**src/rtl/dot_product_seq.sv**
```systemverilog
// Sequential dot product engine.
// Streams captured Pixel/Weight pairs into an external pipelined multiplier,
// accumulates products into FPA_DELAY interleaved partial-sum banks through an
// external pipelined adder, then serially reduces the banks to one value.
module dot_product_seq #(
  parameter int PIXEL_N     = 10,
  parameter int PIXEL_SIZE  = 10,
  parameter int WEIGHT_SIZE = 19,
  parameter int VAL_SIZE    = 26,
  parameter int FPM_DELAY   = 6,
  parameter int FPA_DELAY   = 2
) (
  input  logic                           clk,
  input  logic                           GlobalReset,
  // Control protocol: start is sampled only in IDLE. busy is high from the
  // cycle after acceptance through the DONE cycle; done pulses for exactly
  // one cycle and value is valid from that cycle until the next completion.
  input  logic                           start,
  output logic                           busy,
  output logic                           done,
  input  logic [PIXEL_N*PIXEL_SIZE-1:0]  Pixels,
  input  logic [PIXEL_N*WEIGHT_SIZE-1:0] Weights,
  output logic [WEIGHT_SIZE-1:0]         mul_weight,
  output logic [PIXEL_SIZE-1:0]          mul_pixel,
  input  logic [VAL_SIZE-1:0]            mul_result,
  output logic [VAL_SIZE-1:0]            add_a,
  output logic [VAL_SIZE-1:0]            add_b,
  input  logic [VAL_SIZE-1:0]            add_result,
  output logic [VAL_SIZE-1:0]            value,
  output logic [2:0]                     dbg_state_o
);

  localparam int NW = (PIXEL_N > 1) ? $clog2(PIXEL_N) : 1;
  localparam int BW = (FPA_DELAY > 1) ? $clog2(FPA_DELAY) : 1;
  localparam int DW = $clog2(FPM_DELAY + FPA_DELAY + 1);
  // At least two banks so the reduce datapath always has a bank[1] to name;
  // with a single-cycle adder the spare bank is simply never written.
  localparam int NB = (FPA_DELAY > 1) ? FPA_DELAY : 2;

  localparam logic [NW-1:0] LAST_ELEM  = NW'(PIXEL_N - 1);
  localparam logic [BW-1:0] LAST_BANK  = BW'(FPA_DELAY - 1);
  localparam logic [DW-1:0] DRAIN_LAST = DW'(FPM_DELAY + FPA_DELAY - 1);

  typedef enum logic [2:0] {
    S_IDLE   = 3'd0,
    S_FEED   = 3'd1,
    S_DRAIN  = 3'd2,
    S_REDUCE = 3'd3,
    S_DONE   = 3'd4
  } state_t;

  state_t state_q, state_d;

  logic [NW-1:0] fc_q, fc_d;   // element being fed
  logic [DW-1:0] dc_q, dc_d;   // cycles spent in DRAIN
  logic [BW-1:0] ri_q, ri_d;   // reduce adds issued so far
  logic [BW-1:0] pk_q, pk_d;   // bank for the next product

  logic [PIXEL_SIZE-1:0]  pix_q  [PIXEL_N];
  logic [WEIGHT_SIZE-1:0] wgt_q  [PIXEL_N];
  logic [VAL_SIZE-1:0]    bank_q [NB];
  logic [VAL_SIZE-1:0]    value_q, value_d;

  // Multiplier result-valid pipeline and adder tag pipeline
  // (valid, reduce-add flag, destination bank).
  logic [FPM_DELAY-1:0] mv_q;
  logic [FPA_DELAY-1:0] tv_q;
  logic [FPA_DELAY-1:0] tr_q;
  logic [BW-1:0]        tk_q [FPA_DELAY];

  logic          feed;
  logic          cap;
  logic          prod_v;
  logic          wb_v;
  logic [BW-1:0] wb_k;
  logic          red_ret;
  logic          iss_v;
  logic          iss_r;
  logic [BW-1:0] iss_k;
  logic [BW-1:0] ri_next;

  assign feed    = (state_q == S_FEED);
  assign cap     = (state_q == S_IDLE) && start;
  assign prod_v  = mv_q[FPM_DELAY-1];
  assign wb_v    = tv_q[FPA_DELAY-1] && !tr_q[FPA_DELAY-1];
  assign wb_k    = tk_q[FPA_DELAY-1];
  assign red_ret = tv_q[FPA_DELAY-1] && tr_q[FPA_DELAY-1];
  assign ri_next = ri_q + BW'(1);

  assign busy        = (state_q != S_IDLE);
  assign value       = value_q;
  assign dbg_state_o = state_q;

  // Next-state logic plus multiplier/adder operand steering.
  always_comb begin
    state_d    = state_q;
    fc_d       = fc_q;
    dc_d       = dc_q;
    ri_d       = ri_q;
    pk_d       = pk_q;
    value_d    = value_q;
    done       = 1'b0;
    mul_weight = '0;
    mul_pixel  = '0;
    add_a      = '0;
    add_b      = '0;
    iss_v      = 1'b0;
    iss_r      = 1'b0;
    iss_k      = pk_q;

    // A product arriving from the multiplier is folded into its bank. When
    // that bank's previous sum lands this very cycle, take it straight from
    // the adder output since the bank register still holds the old value.
    if (prod_v) begin
      add_a = mul_result;
      add_b = (wb_v && (wb_k == pk_q)) ? add_result : bank_q[pk_q];
      iss_v = 1'b1;
      iss_k = pk_q;
      pk_d  = (pk_q == LAST_BANK) ? '0 : pk_q + BW'(1);
    end

    case (state_q)
      S_IDLE: begin
        if (start) begin
          state_d = S_FEED;
          fc_d    = '0;
          pk_d    = '0;
        end
      end
      S_FEED: begin
        mul_weight = wgt_q[fc_q];
        mul_pixel  = pix_q[fc_q];
        if (fc_q == LAST_ELEM) begin
          state_d = S_DRAIN;
          dc_d    = '0;
        end else begin
          fc_d = fc_q + NW'(1);
        end
      end
      S_DRAIN: begin
        // Ends on the cycle the last product's sum is written back.
        if (dc_q == DRAIN_LAST) begin
          if (FPA_DELAY >= 2) begin
            state_d = S_REDUCE;
            ri_d    = '0;
          end else begin
            state_d = S_DONE;
            value_d = add_result;
          end
        end else begin
          dc_d = dc_q + DW'(1);
        end
      end
      S_REDUCE: begin
        // Serial chain: bank0+bank1, then running total + bank[j], each add
        // launched the cycle the previous total comes back.
        if (ri_q == '0) begin
          add_a = bank_q[0];
          add_b = bank_q[1];
          iss_v = 1'b1;
          iss_r = 1'b1;
          ri_d  = BW'(1);
        end else if (red_ret) begin
          if (ri_q == LAST_BANK) begin
            value_d = add_result;
            state_d = S_DONE;
          end else begin
            add_a = add_result;
            add_b = bank_q[ri_next];
            iss_v = 1'b1;
            iss_r = 1'b1;
            ri_d  = ri_next;
          end
        end
      end
      S_DONE: begin
        done    = 1'b1;
        state_d = S_IDLE;
      end
      default: begin
        state_d = S_IDLE;
      end
    endcase
  end

  // Control registers.
  always_ff @(posedge clk) begin
    if (GlobalReset) begin
      state_q <= S_IDLE;
      fc_q    <= '0;
      dc_q    <= '0;
      ri_q    <= '0;
      pk_q    <= '0;
      value_q <= '0;
    end else begin
      state_q <= state_d;
      fc_q    <= fc_d;
      dc_q    <= dc_d;
      ri_q    <= ri_d;
      pk_q    <= pk_d;
      value_q <= value_d;
    end
  end

  // Operand capture on acceptance and partial-sum bank writeback.
  always_ff @(posedge clk) begin
    if (GlobalReset) begin
      for (int i = 0; i < PIXEL_N; i++) begin
        pix_q[i] <= '0;
        wgt_q[i] <= '0;
      end
      for (int j = 0; j < NB; j++) begin
        bank_q[j] <= '0;
      end
    end else if (cap) begin
      for (int i = 0; i < PIXEL_N; i++) begin
        pix_q[i] <= Pixels[i*PIXEL_SIZE +: PIXEL_SIZE];
        wgt_q[i] <= Weights[i*WEIGHT_SIZE +: WEIGHT_SIZE];
      end
      for (int j = 0; j < NB; j++) begin
        bank_q[j] <= '0;
      end
    end else if (wb_v) begin
      bank_q[wb_k] <= add_result;
    end
  end

  // Valid/tag pipelines that mirror the external multiplier and adder latency.
  always_ff @(posedge clk) begin
    if (GlobalReset) begin
      mv_q <= '0;
      tv_q <= '0;
      tr_q <= '0;
      for (int i = 0; i < FPA_DELAY; i++) begin
        tk_q[i] <= '0;
      end
    end else begin
      mv_q[0] <= feed;
      for (int i = 1; i < FPM_DELAY; i++) begin
        mv_q[i] <= mv_q[i-1];
      end
      tv_q[0] <= iss_v;
      tr_q[0] <= iss_r;
      tk_q[0] <= iss_k;
      for (int i = 1; i < FPA_DELAY; i++) begin
        tv_q[i] <= tv_q[i-1];
        tr_q[i] <= tr_q[i-1];
        tk_q[i] <= tk_q[i-1];
      end
    end
  end

endmodule

```
**config.mk**
```make
export PLATFORM = sky130hd
export DESIGN_NAME = dot_product_seq
export DESIGN_NICKNAME = d
export VERILOG_FILES = /design/src/rtl/dot_product_seq.sv
export SDC_FILE = /design/constraint.sdc
export NUM_CORES = 1
export LEC_CHECK = 0
export BUFFER_PORTS_ARGS = -buffer_cell sky130_fd_sc_hd__buf_4
export CORE_MARGIN = 2
export CORE_UTILIZATION = 41
export CTS_CLUSTER_DIAMETER = 40
export DETAILED_ROUTE_END_ITERATION = 16
export REMOVE_ABC_BUFFERS = 1
export SETUP_SLACK_MARGIN = 0.2
export SLEW_MARGIN = 30
export SYNTH_ARGS = -nofsm -noshare
export SYNTH_HDL_FRONTEND = slang
export SYNTH_SLANG_ARGS = --single-unit
```
**constraint.sdc**
```tcl
create_clock -name clk -period 7.6 [get_ports clk]
set_input_delay 1.52 -clock clk [delete_from_list [all_inputs] [get_ports clk]]
set_output_delay 1.52 -clock clk [all_outputs]
set_load 0.005 [all_outputs]
```
==> run summary <==
count of different cell masters after synthesis: 46
clock latency on the worst-skew pair: 0.58 ns
f_max: 208.3 MHz
WHS Endpoint: tv_q[1]$_SDFF_PP0_
CP max FO: 31
Cell Area, Synth: 18050 sq um
commonest non-fill, non-tap cell in the layout: buf_4
number of CTS-inserted buffers: 55
routability cong.: 0.7674
CTS Root Cell: clkbuf_16
CP arrival: 3.28 ns
worst r2r dst: wgt_q[9][2]$_SDFFCE_PN0P_
post-route cell area: 23810 sq um
sequential element share of the synthesized area: 63.01%
Hold Path Stages: 1
drt wl/cell: 20.43 microns
dpl hpwl: 33670 microns
total power: 6261 uW
# rows: 76
Max-Cap Viols: 0
vias per inst: 4.938
type of origin of the critical path: register
fin crit share: 63.18%
Placed Instance Area: 21860 sq um
synth warn: 0
Synth Area per Inst: 13.54 sq um
Worst-path clk slew: 0.05 ns
area grow syn2layout: 31.93%
final net count: 2112
Leakage Power: 0.009580 uW
skew final: 0.02524 ns
Worst-Margin Slew: 0.9888 ns
cell taking the most area after synthesis: edfxtp_1
Slew Limit Fails: 0
overall track demand over capacity in global routing: 21.08%
Post-DRT Antenna Nets: 0
count of final setup violators: 0
synthesized instance count: 1333
Post-CTS Setup Inserts: 0
initial core utilization: 41.71%
antenna violations before repair: 13
io pins: 457
initial detailed-routing violation count: 653
DRT Wirelength: 49090 microns
commonest cells after routing, fill and taps aside: 467 x buf_4, 342 x and2_1, 342 x edfxtp_1
Resize count post-CTS: 0
via count of the routed design: 11870
largest net degree at the start of global routing: 175
die area: 45710 sq um
die extent in x: 213.8 microns
Critical Path End Type: primary output
share of layout cells above drive strength 1: 36.71%
critical path required time: 6.08 ns
status: completed
RSZ-0062 raised after global routing: no
R2R cell count: 4
largest cells by area after synthesis: edfxtp_1 57%, and2_1 12%, mux4_2 7.2%, dfxtp_1 6.1%, mux2i_1 3.1%
critical path class: register to primary output
Synth Register Bits: 397
core area: 43270 sq um
CTS Buffer Depth: 3
first-pass GRT wire length: 71290 microns
chip height: 213.8 microns
Post-synth EDFFs: 342
slew margin rel.: 34.08%
dpl cells: 2291
H-Tree Depth: 2
non-filler cells, final: 2403
Final Hold Fails: 0
reg-to-reg startpoint: dbg_state_o[2]$_SDFFE_PP0P_
PwrDens: 263.0 nW/um^2
reg2reg setup slack: 4.65 ns
CTS tree: done
Post-synth ARST share: 0%
Detailed Routing Iterations Pass 1: 7
DRC viols: 0
share of Yosys cell area claimed by the top area cell type: 56.91%
port bufs: 456
min Tclk post-route: 4.801 ns
GR Overflow Total: 0
worst hold path type: register to register
setup TNS: 0 ns
Max VDD drop: 0.1420 mV
vias in the first global route: 12240
clock sinks: 397
hold_buf cts: 0
Synth Flop Type: edfxtp_1
HP Start: tv_q[0]$_SDFF_PP0_
metrics by stage:
stage	util [%]	hold slack [ns]	setup slack, ns
2_1_floorplan	-	0.4138	-3.201
3_3_place_gp	50.47	0.4179	3.331
3_5_place_dp	50.53	0.4310	3.323
4_1_cts	54.90	0.4415	2.707
5_1_grt	54.99	0.4518	2.612
6_report	55.03	0.4409	2.799
worst max-delay path, stage by stage, from the launching register on:
cell	delay, ns
dfxtp_2	0.91
nand2b_2	0.92
o22ai_1	0.20
a211oi_1	0.48
buf_4	0.20
sequential cells by signal, indices dropped and copies added, names as in the netlist, 3 cells and up, named ones only:
signal,cells
wgt_q,190
dc_q,4
mv_q,6
bank_q,52
pix_q,100
fc_q,4
value,26
dbg_state_o,3
cells by family (layout without fill, tap and decap cells):
kind of cell | count (synthesis) | after routing | share of synthesized area [%]
adder cells (fa/ha/maj) | 3 | 3 | 0.2080
buffers and inverters | 99 | 575 | 2.919
AND/OR/NAND/NOR | 537 | 537 | 16.69
XOR/XNOR | 7 | 7 | 0.3397
multiplexers | 140 | 140 | 11.97
AO/OA/AOI/OAI | 150 | 150 | 4.860
other | 0 | 9 | 0
flip-flops | 397 | 397 | 63.01
cell type report:
cell class | instances | area, sq um
repair buffers | 471 | 3580
inverters | 2 | 7.507
multi-input cells | 837 | 6198
well taps | 585 | 732.0
diodes | 9 | 22.52
fillers | 3710 | 19460
clock buffers | 63 | 1416
flip-flops and latches | 397 | 11380
clock inverters | 39 | 474.2
where the power goes:
part	switching [uW]	internal, uW	leakage, uW
Clock	968	1650	0.000902
Combinational	394	425	0.00452
Sequential	108	2710	0.00416
Total	1470	4790	0.00958
Yosys cell counts (2+ instances only):
cell type and n:
and2_1 342, edfxtp_1 342, nand2_1 136, mux4_2 58, dfxtp_1 55, mux2i_1 55
o21ai_0 54, clkbuf_1 48, a211oi_1 30, a21oi_1 29, o22ai_1 29, mux2_2 27
buf_2 21, nor2b_1 12, buf_4 11, buf_6 10, nor2_1 10, nand3_1 6
nor3_1 6, buf_1 5, nand2b_1 5, xor2_1 5, nor2_2 4, a31oi_1 3
ha_1 3, inv_1 2, nand3b_1 2, nor3b_1 2, o211ai_1 2, or2_2 2
xnor2_1 2
routing by layer:
metal	wire length, microns	track usage [%]
met5	94	0
met4	1070	6.801
met3	4168	6.312
met2	23750	35.31
met1	20000	26.22
worst max-delay path by stage:
stage | startpoint | endpoint | cells past startpoint
6_report | register | mul_weight[14] | 4
5_1_grt | register | mul_weight[14] | 4
4_1_cts | register | mul_pixel[3] | 4
3_5_place_dp | register | mul_pixel[3] | 4
3_3_place_gp | register | mul_pixel[3] | 4
2_1_floorplan | start | bank_q[0][0]$_SDFFCE_PN0P_ | 4
Note: power is estimated with default switching activity, not from simulation.
